`config.mk`:
```
export PLATFORM = sky130hd
export DESIGN_NAME = cap_seq_ctrl
export DESIGN_NICKNAME = d
export VERILOG_FILES = /design/src/rtl/cap_seq_pkg.sv /design/src/rtl/cap_trig_edge.sv /design/src/rtl/cap_seq_ctrl.sv
export SDC_FILE = /design/constraint.sdc
export NUM_CORES = 1
export LEC_CHECK = 0
export ABC_AREA = 1
export CAP_MARGIN = 10
export CORE_MARGIN = 3
export CORE_UTILIZATION = 35
export CTS_CLUSTER_DIAMETER = 200
export DETAILED_ROUTE_END_ITERATION = 6
export PLACE_DENSITY_LB_ADDON = 0.15
export SETUP_SLACK_MARGIN = 0.1
export SYNTH_ARGS = -nofsm -noshare
export SYNTH_HDL_FRONTEND = slang
export SYNTH_SLANG_ARGS = --single-unit
```
`constraint.sdc`:
```
create_clock -name clk62 -period 2.7 [get_ports clk62]
set_clock_uncertainty 0.15 [all_clocks]
set_input_delay 0.27 -clock clk62 [delete_from_list [all_inputs] [get_ports clk62]]
set_output_delay 0.27 -clock clk62 [all_outputs]
set_load 0.05 [all_outputs]
```
`src/rtl/cap_seq_pkg.sv`:
```
// Shared definitions for the capture sequencer: FSM state encoding and default sizing.
package cap_seq_pkg;

  localparam int LEN_W_DEF    = 16;
  localparam int MRST_CYC_DEF = 8;
  localparam int TOUT_CYC_DEF = 4096;

  typedef enum logic [2:0] {
    IDLE     = 3'd0,
    MRST     = 3'd1,
    FIRE     = 3'd2,
    WAIT_RDY = 3'd3,
    CAPT     = 3'd4,
    DONE     = 3'd5
  } state_t;

endpackage

```
`src/rtl/cap_trig_edge.sv`:
```
// Rising-edge detector for the capture trigger level; the history bit resets to 0
// so a level already high at reset release is seen as an edge.
module cap_trig_edge (
  input  logic clk62,
  input  logic rst_n,
  input  logic i_sig,
  output logic o_rise
);

  logic r_sig_q;

  always_ff @(posedge clk62 or negedge rst_n) begin
    if (!rst_n) r_sig_q <= 1'b0;
    else        r_sig_q <= i_sig;
  end

  assign o_rise = i_sig & ~r_sig_q;

endmodule

```
`src/rtl/cap_seq_ctrl.sv`:
```
// Capture sequencer: memory reset, laser fire, wait for driver ready, count merged words.
// Optional lddr_rdy timeout is built only when CAP_TIMEOUT_EN is defined.
module cap_seq_ctrl
  import cap_seq_pkg::*;
#(
  parameter int LEN_W    = LEN_W_DEF,
  parameter int MRST_CYC = MRST_CYC_DEF,
  parameter int TOUT_CYC = TOUT_CYC_DEF
) (
  input  logic             clk62,
  input  logic             rst_n,
  input  logic             cap_trig,
  input  logic [LEN_W-1:0] cap_len,
  input  logic             cap_abort,
  input  logic             lddr_rdy,
  input  logic             mereg_datv,
  output logic             mem_reset,
  output logic             ldd_trig,
  output logic             merge_en,
  output logic             cap_busy,
  output logic             capr_rdy,
  output logic             cap_err,
  output logic [LEN_W-1:0] cap_cnt
);

  localparam int MC_W = $clog2(MRST_CYC + 1);

  state_t           r_state, w_nxt;
  logic [LEN_W-1:0] r_len, r_cnt;
  logic [MC_W-1:0]  r_mcnt;
  logic             w_rise, w_accept, w_count;
  logic             r_mem_reset, r_ldd_trig, r_merge_en, r_cap_busy, r_capr_rdy;

`ifdef CAP_TIMEOUT_EN
  localparam int TC_W = $clog2(TOUT_CYC + 1);
  logic [TC_W-1:0] r_tcnt;
  logic            r_err, w_tout;
`endif

  cap_trig_edge u_edge (
    .clk62 (clk62),
    .rst_n (rst_n),
    .i_sig (cap_trig),
    .o_rise(w_rise)
  );

  always_comb begin
    w_nxt    = r_state;
    w_accept = 1'b0;
    w_count  = 1'b0;
`ifdef CAP_TIMEOUT_EN
    w_tout   = 1'b0;
`endif
    case (r_state)
      IDLE:     if (w_rise && cap_len != '0) begin
                  w_accept = 1'b1;
                  w_nxt    = MRST;
                end
      MRST:     if (r_mcnt == MC_W'(MRST_CYC - 1)) w_nxt = FIRE;
      FIRE:     w_nxt = WAIT_RDY;
      WAIT_RDY: if (lddr_rdy) w_nxt = CAPT;
`ifdef CAP_TIMEOUT_EN
                else if (r_tcnt == TC_W'(TOUT_CYC - 1)) begin
                  w_tout = 1'b1;
                  w_nxt  = DONE;
                end
`endif
      CAPT:     if (mereg_datv) begin
                  w_count = (r_cnt < r_len);
                  if (r_cnt >= r_len - LEN_W'(1)) w_nxt = DONE;
                end
      DONE:     w_nxt = IDLE;
      default:  w_nxt = IDLE;
    endcase
    // Abort wins over every transition, including the final word and a timeout.
    if (cap_abort && r_state != IDLE) begin
      w_nxt   = IDLE;
      w_count = 1'b0;
`ifdef CAP_TIMEOUT_EN
      w_tout  = 1'b0;
`endif
    end
  end

  always_ff @(posedge clk62 or negedge rst_n) begin
    if (!rst_n) begin
      r_state     <= IDLE;
      r_len       <= '0;
      r_cnt       <= '0;
      r_mcnt      <= '0;
      r_mem_reset <= 1'b0;
      r_ldd_trig  <= 1'b0;
      r_merge_en  <= 1'b0;
      r_cap_busy  <= 1'b0;
      r_capr_rdy  <= 1'b0;
    end else begin
      r_state <= w_nxt;
      if (w_accept) begin
        r_len  <= cap_len;
        r_cnt  <= '0;
        r_mcnt <= '0;
      end else begin
        if (w_count)           r_cnt  <= r_cnt + LEN_W'(1);
        if (r_state == MRST)   r_mcnt <= r_mcnt + MC_W'(1);
      end
      // Outputs are registered decodes of the next state.
      r_mem_reset <= (w_nxt == MRST);
      r_ldd_trig  <= (w_nxt == FIRE);
      r_merge_en  <= (w_nxt == CAPT);
      r_cap_busy  <= (w_nxt != IDLE);
      r_capr_rdy  <= (w_nxt == DONE);
    end
  end

`ifdef CAP_TIMEOUT_EN
  always_ff @(posedge clk62 or negedge rst_n) begin
    if (!rst_n) begin
      r_tcnt <= '0;
      r_err  <= 1'b0;
    end else begin
      if (r_state == FIRE)          r_tcnt <= '0;
      else if (r_state == WAIT_RDY) r_tcnt <= r_tcnt + TC_W'(1);
      if (w_accept)    r_err <= 1'b0;
      else if (w_tout) r_err <= 1'b1;
    end
  end

  assign cap_err = r_err;
`else
  assign cap_err = 1'b0;
`endif

  assign mem_reset = r_mem_reset;
  assign ldd_trig  = r_ldd_trig;
  assign merge_en  = r_merge_en;
  assign cap_busy  = r_cap_busy;
  assign capr_rdy  = r_capr_rdy;
  assign cap_cnt   = r_cnt;

endmodule
```
==> results of run 1 <==
-- per-stage QoR --
stage	util	std cells	hold slack (ns)	power (mW)
after floorplan	-	441	-0.176	1.99
after global placement	0.441	625	0.246	2.45
after detailed placement	0.441	625	0.248	2.49
after CTS	0.462	639	0.273	3.04
after global routing	0.471	644	0.283	3.43
final	0.471	644	0.277	3.12
-- layout make-up --
| type | count | share of cell area |
|---|---|---|
| inverter | 72 | 0.0618 |
| clock buffer | 6 | 0.0166 |
| tap | 129 | 0.0369 |
| timing repair buffer | 77 | 0.158 |
| clock inverter | 2 | 0.00343 |
| multi-input combinational | 313 | 0.465 |
| sequential | 45 | 0.257 |
-- final timing paths --
path                       startpoint             end  slack (ns)  cells past startpoint
max                          r_len[2]        merge_en       -0.05                     18
min                          cap_trig  u_edge.r_sig_q        0.28                      1
max reg2reg                  r_len[2]        merge_en       -0.05                     18
min reg2reg                  r_len[4]        r_len[4]        0.34                      2
max in group asynchronous       rst_n        r_len[8]        1.57                      3
min in group asynchronous       rst_n      cap_cnt[0]        0.43                      3
-- power by group through the flow --
| stage | Clock [mW] | Combinational, mW | Sequential (mW) |
|---|---|---|---|
| global placement | 0 | 1.45 | 1.00 |
| CTS | 0.447 | 1.60 | 0.993 |
| floorplan | 0 | 0.944 | 1.05 |
| finish | 0.427 | 1.69 | 1.00 |
| detailed placement | 0 | 1.48 | 1.00 |
| global route | 0.468 | 1.93 | 1.03 |
-- flip-flops by register name, summed over array words and instances, names as in the netlist --
name            flops
u_edge.r_sig_q      1
r_len              16
ldd_trig            1
cap_busy            1
cap_cnt            16
capr_rdy            1
mem_reset           1
merge_en            1
r_mcnt              4
r_state             3
-- synth_stat cells --
cell type                  instances  share of area
sky130_fd_sc_hd__o31a_1            1         0.0026
sky130_fd_sc_hd__o21bai_1          1         0.0022
sky130_fd_sc_hd__ha_1             35           0.13
sky130_fd_sc_hd__nand3_2          11          0.033
sky130_fd_sc_hd__buf_2             2         0.0030
sky130_fd_sc_hd__xor2_1           22          0.057
sky130_fd_sc_hd__nand2_1          99           0.11
sky130_fd_sc_hd__o21ai_0          20          0.030
sky130_fd_sc_hd__dfrtp_1          45           0.33
sky130_fd_sc_hd__a21boi_4          1         0.0056
sky130_fd_sc_hd__nor2_2            4         0.0074
sky130_fd_sc_hd__a21oi_1          13          0.019
sky130_fd_sc_hd__nand2_2           3         0.0056
sky130_fd_sc_hd__nor3_1           15          0.022
sky130_fd_sc_hd__clkbuf_1          3         0.0033
sky130_fd_sc_hd__nand3_1          23          0.034
sky130_fd_sc_hd__nor4_1            1         0.0019
sky130_fd_sc_hd__nor2_1           28          0.031
sky130_fd_sc_hd__buf_1             2         0.0022
sky130_fd_sc_hd__inv_1            71          0.079
sky130_fd_sc_hd__conb_1            1         0.0011
sky130_fd_sc_hd__inv_2             1         0.0011
sky130_fd_sc_hd__nor3_2            2         0.0059
sky130_fd_sc_hd__a31oi_1           2         0.0037
sky130_fd_sc_hd__nand2_4           1         0.0033
sky130_fd_sc_hd__nand4_1          23          0.043
sky130_fd_sc_hd__buf_4             2         0.0045
sky130_fd_sc_hd__nor3b_1           2         0.0045
sky130_fd_sc_hd__buf_6             2         0.0067
sky130_fd_sc_hd__xnor2_1           4          0.010
sky130_fd_sc_hd__a21o_1            1         0.0022
-- repair_timing --
| item | 4_1_cts | 5_1_grt |
|---|---|---|
| pin swaps | 11 | 10 |
| setup buffers | 5 | 5 |
| gates resized for setup | 13 | 9 |
| hold buffers | 1 | 0 |
| hold endpoints to repair | 45 | 0 |
| setup endpoints to repair | 6 | 6 |
-- layer usage --
| layer | vias to the layer above | share of wire |
|---|---|---|
| li1 | 1573 | - |
| met4 | 0 | 0.0089 |
| met2 | 30 | 0.48 |
| met3 | 6 | 0.024 |
| met1 | 1343 | 0.49 |
| met5 | - | 0 |
-- kinds of logic (layout without fill, tap and decap cells) --
| logic type | after synthesis | count (layout) |
|---|---|---|
| adders and majority gates | 35 | 35 |
| buffers and inverters | 83 | 157 |
| and+or+nand+nor | 212 | 212 |
| DFF | 45 | 45 |
| xor gates and xnor gates | 26 | 26 |
| AOI/OAI and AO/OA | 39 | 39 |
| other | 1 | 1 |
-- critical path, delay by kind of cell (launching register included) --
family,cells,cell delay (ns)
XOR/XNOR,1,0.12
adder cells (fa/ha/maj),1,0.31
buffers and inverters,3,0.36
flip-flops,1,0.43
AND/OR/NAND/NOR,13,1.31
==> results.py, run 1 <==
metrics = {
    "timing": {
        "timing.final.crit_share": 1.02,
        "finalHoldViolCount": 0,
        "max_slew.worst_pin.slew_ns": 0.578,
        "timing.slew.headroom": 0.615,
        "max_freq_mhz": 363,
        "setup_viol": 4,
        "final.setup.tns_ns": -0.154,
        "setup_repair_after_global_routing_missed_its_margin": "true",
        "post-route-min-period_ns": 2.75,
        "fin_ws_ns": -0.0523,
        "timing.final.max_slew_violations": 0,
    },
    "worst_setup_path": {
        "path_class": "register to register",
        "timing.critical_path.required_ns": 2.75,
        "worst_ep_arrival_time_ns": 2.80,
        "critPathMaxFanout": 3,
        "slowest_delay_ns": 0.43,
        "cp_common_cell": "sky130_fd_sc_hd__nand2_1",
        "worst_path_max_delay_cell": "sky130_fd_sc_hd__dfrtp_1",
        "kind_of_end_point_of_the_critical_path": "register",
        "critical_path.cell_chain": "inv_2, nand2_1, nor2_4, nand3_4, buf_4, nor3_1, xor2_1, ha_1, nand2_1, nor3_2, buf_4, nand2_1, nand3_1, nand2_1, nand2_2, nand2_2, nand2_1, nor2_1",
        "worstSetupStartpointType": "register",
    },
    "yosys": {
        "synth_sequential_area_ratio": 0.334,
        "syn_avg_cell_area_um2": 7.64,
        "synth_fa_ha_area_frac": 0.130,
        "synth_top_family_by_area": "simple AND/OR/NAND/NOR gates",
        "post_synth_instance_area_um2": 3370,
        "yosysWarningCount": 0,
        "synth_simple_gate_area_share": 0.302,
        "area_fraction_in_compound_gates_after_synthesis": 0.0654,
        "synthXorXnorAreaFrac": 0.0676,
        "synth.mux.area_fraction": 0,
        "synth.ff_latch_count": 45,
        "syn_nets": 498,
        "ys_types": 31,
        "syn_inst": 441,
    },
    "power_and_ir_drop": {
        "power_switching_mw": 1.36,
        "power.density_nw_per_um2": 713,
        "combinationalPowerShare": 0.542,
        "seq_power_share": 0.321,
        "p_sw_frac": 0.435,
        "maximum_vdd_drop_v": 0.000482,
        "power.leakage_nw": 2.20,
        "p_int_mw": 1.76,
        "power.share.clock": 0.137,
    },
    "global_route": {
        "antenna_found_initial": 0,
        "grt_first_pass_wirelength_um": 13200,
        "first_global_vias": 2879,
        "largest_net_degree_at_the_start_of_global_routing": 64,
        "grt_util_all_layers": 0.144,
        "gr-total-overflow": 0,
        "gr_met1_demand_resource": 0.192,
        "grt_util_met3": 0.0223,
        "met2_usage": 0.247,
        "grt_most_used_layer": "met2",
    },
    "cells_and_area": {
        "layout-area-overhead-vs-synth_pct": 29.8,
        "multi_input_area_um2": 2040,
        "antenna_cell_count": 0,
        "layout.area.seq_um2": 1130,
        "layout.cells.most_common_list": "sky130_fd_sc_hd__nand2_1, sky130_fd_sc_hd__inv_1, sky130_fd_sc_hd__dfrtp_1",
        "fillCellCount": 957,
        "layout_cell_share_with_drive_strength_beyond_1": 0.163,
        "nets": 571,
        "post-route-cell-area_um2": 4370,
        "most_common_cell_after_layout_fill_and_taps_aside": "sky130_fd_sc_hd__nand2_1",
    },
    "detailed_routing": {
        "detailedRoute.firstIterationViolations": 94,
        "finalWirelength_um": 7670,
        "detailedRoute.firstPassIterationCount": 4,
        "ant_nets": 0,
        "route.detailed.vias_per_inst": 4.58,
        "drt-wirelength-per-cell_um": 11.9,
        "count_of_unresolved_drc_violations_after_routing": 0,
        "vias": 2952,
    },
    "place": {
        "dpl_cell_area_um2": 4090,
        "post-place-ws_ns": -0.109,
        "gp_congestion": 0.801,
        "io_buffer_count": 42,
        "post-dp-hpwl_um": 5900,
    },
    "floorplan": {
        "fp.dieH_um": 104,
        "core_um2": 9280,
        "ios": 44,
        "floorplan.initialDensity": 0.363,
        "placementRows": 35,
        "design.die.area_um2": 10800,
        "chipWidth_um": 104,
    },
    "clocking": {
        "cts_sinks": 45,
        "insertion_delay_to_the_later_sink_of_the_worst_skew_pair_ns": 0.30,
        "numCtsBuffers": 5,
        "cts_tree": "yes",
        "clockRootBuffer": "sky130_fd_sc_hd__clkbuf_8",
        "clock_transition_at_the_registers_of_the_reported_paths_ns": 0.09,
        "cts_buffer_depth": 2,
        "h-tree-depth": 2,
    },
    "flow_run": {
        "drv.max_cap_violation_count": 0,
    },
    "outcome": {
        "outcome": "finished, violations left",
        "violations": "setup timing",
    },
    "hold_path": {
        "hp-class": "input pin to register",
    },
}
No activity file was read; power rests on OpenSTA's default activity.
==> run 2: changes to the inputs <==
Settings changed: CORE_UTILIZATION 35 to 23.
==> results.py, run 2 (same netlist as run 1, synthesis figures left out) <==
metrics = {
    "worst_setup_path": {
        "reg2reg_depth": 17,
        "timing.critical_path.required_ns": 2.74,
        "kind_of_end_point_of_the_critical_path": "register",
        "r2r_start": "r_len[0]",
        "critPathMaxFanout": 3,
        "cp_common_cell": "sky130_fd_sc_hd__nand2_1",
        "worst_ep_arrival_time_ns": 2.81,
        "path_class": "register to register",
        "critical_path.cell_chain": "buf_4, nor2_2, nand3_2, buf_4, nor3_1, xor2_1, ha_1, nand2_1, nor3_1, buf_4, nand2_1, nand3_1, nand2_1, nand2_2, nand2_2, nand2_1, nor2_1",
        "slowest_delay_ns": 0.39,
        "worstSetupStartpointType": "register",
        "worst_r2r_endpoint": "merge_en",
        "worst_path_max_delay_cell": "sky130_fd_sc_hd__dfrtp_1",
        "setup.reg_to_reg.worst_slack_ns": -0.06,
    },
    "floorplan": {
        "ios": 44,
        "floorplan.initialDensity": 0.239,
        "design.die.area_um2": 16100,
        "fp.dieH_um": 127,
        "chipWidth_um": 127,
        "placementRows": 43,
        "core_um2": 14100,
    },
    "global_route": {
        "gr-total-overflow": 0,
        "antenna_found_initial": 0,
        "grt_util_all_layers": 0.115,
        "first_global_vias": 2986,
        "grt_first_pass_wirelength_um": 15000,
        "largest_net_degree_at_the_start_of_global_routing": 35,
    },
    "detailed_routing": {
        "detailedRoute.firstPassIterationCount": 4,
        "finalWirelength_um": 8710,
        "vias": 3040,
        "ant_nets": 0,
        "drt-wirelength-per-cell_um": 12.5,
        "detailedRoute.firstIterationViolations": 160,
        "route.detailed.vias_per_inst": 4.35,
        "count_of_unresolved_drc_violations_after_routing": 0,
    },
    "power_and_ir_drop": {
        "power.density_nw_per_um2": 742,
        "power.leakage_nw": 2.26,
        "maximum_vdd_drop_v": 0.000511,
        "power_mw": 3.35,
    },
    "cells_and_area": {
        "nets": 575,
        "layout.cells.most_common_list": "sky130_fd_sc_hd__nand2_1, sky130_fd_sc_hd__inv_1, sky130_fd_sc_hd__dfrtp_1",
        "antenna_cell_count": 0,
        "most_common_cell_after_layout_fill_and_taps_aside": "sky130_fd_sc_hd__nand2_1",
        "fillCellCount": 1516,
        "layout-area-overhead-vs-synth_pct": 34.0,
        "layout_cell_share_with_drive_strength_beyond_1": 0.171,
        "post-route-cell-area_um2": 4520,
    },
    "timing": {
        "fin_ws_ns": -0.0606,
        "max_freq_mhz": 362,
        "setup_viol": 5,
        "max_slew.worst_pin.slew_ns": 0.508,
        "timing.final.crit_share": 1.02,
        "timing.final.max_slew_violations": 0,
        "setup_repair_after_global_routing_missed_its_margin": "true",
        "timing.slew.headroom": 0.660,
        "final.setup.tns_ns": -0.183,
        "post-route-min-period_ns": 2.76,
        "finalHoldWorstSlack_ns": 0.283,
        "finalHoldViolCount": 0,
    },
    "clocking": {
        "cts_buffer_depth": 2,
        "clockRootBuffer": "sky130_fd_sc_hd__clkbuf_16",
        "cts_tree": "yes",
        "cts_sinks": 45,
        "numCtsBuffers": 5,
        "h-tree-depth": 2,
        "insertion_delay_to_the_later_sink_of_the_worst_skew_pair_ns": 0.30,
        "clock_transition_at_the_registers_of_the_reported_paths_ns": 0.07,
    },
    "hold_path": {
        "worstHoldEndpoint": "u_edge.r_sig_q",
        "hp-class": "input pin to register",
        "whs_path_depth": 1,
        "hold_crit_start": "cap_trig",
    },
    "place": {
        "post-place-ws_ns": -0.183,
        "post-dp-hpwl_um": 7010,
        "dpl_cell_area_um2": 4220,
        "gp_congestion": 0.795,
        "io_buffer_count": 42,
    },
    "outcome": {
        "outcome": "finished, violations left",
        "violations": "setup timing",
    },
    "flow_run": {
        "drv.max_cap_violation_count": 0,
    },
}
## run 2: layer usage
metal / wire, µm / track usage
met2: 3840 / 0.173
met4: 138 / 0.0410
met3: 268 / 0.0234
met1: 4460 / 0.163
met5: 0 / 0
## run 2: area by class of cell
cell class                 instances  area [µm²]  share of cell area
sequential                        45        1130               0.249
timing repair buffer              81         711               0.157
clock inverter                     3        47.5              0.0105
inverter                          72         270              0.0599
tap                              180         225              0.0499
clock buffer                       5         125              0.0277
multi-input combinational        313        2010               0.445
## run 2: report_power, final
group          switching [mW]  internal, mW
Clock                   0.289         0.444
Combinational           0.922         0.696
Sequential              0.153         0.849
Total                    1.36          1.99
## run 2: worst max path at each step
| stage | from | end |
|---|---|---|
| floorplan | r_len[0] | cap_busy |
| global placement | r_len[1] | merge_en |
| global route | r_len[1] | merge_en |
| detailed placement | r_len[1] | merge_en |
| CTS | r_len[1] | merge_en |
| finish | r_len[0] | merge_en |
## run 2: critical path, delay by kind of cell (launching register included)
kind | cells | cell delay (ns)
xor gates and xnor gates | 1 | 0.11
adders and majority gates | 1 | 0.30
buffers and inverters | 3 | 0.47
DFF | 1 | 0.39
and+or+nand+nor | 12 | 1.25
## run 2: stage by stage
stage          std cells   util
6_report             699  0.320
5_1_grt              699  0.320
4_1_cts              698  0.316
3_5_place_dp         687  0.300
3_3_place_gp         687  0.300
2_1_floorplan        441      -
## run 2: repair_timing
action,in CTS,in global routing
endpoints found under the setup margin,6,6
pin swaps,8,5
hold endpoints to repair,16,0
setup buffers,2,1
gates cloned,0,0
resized for setup,8,11
hold buffers,1,0
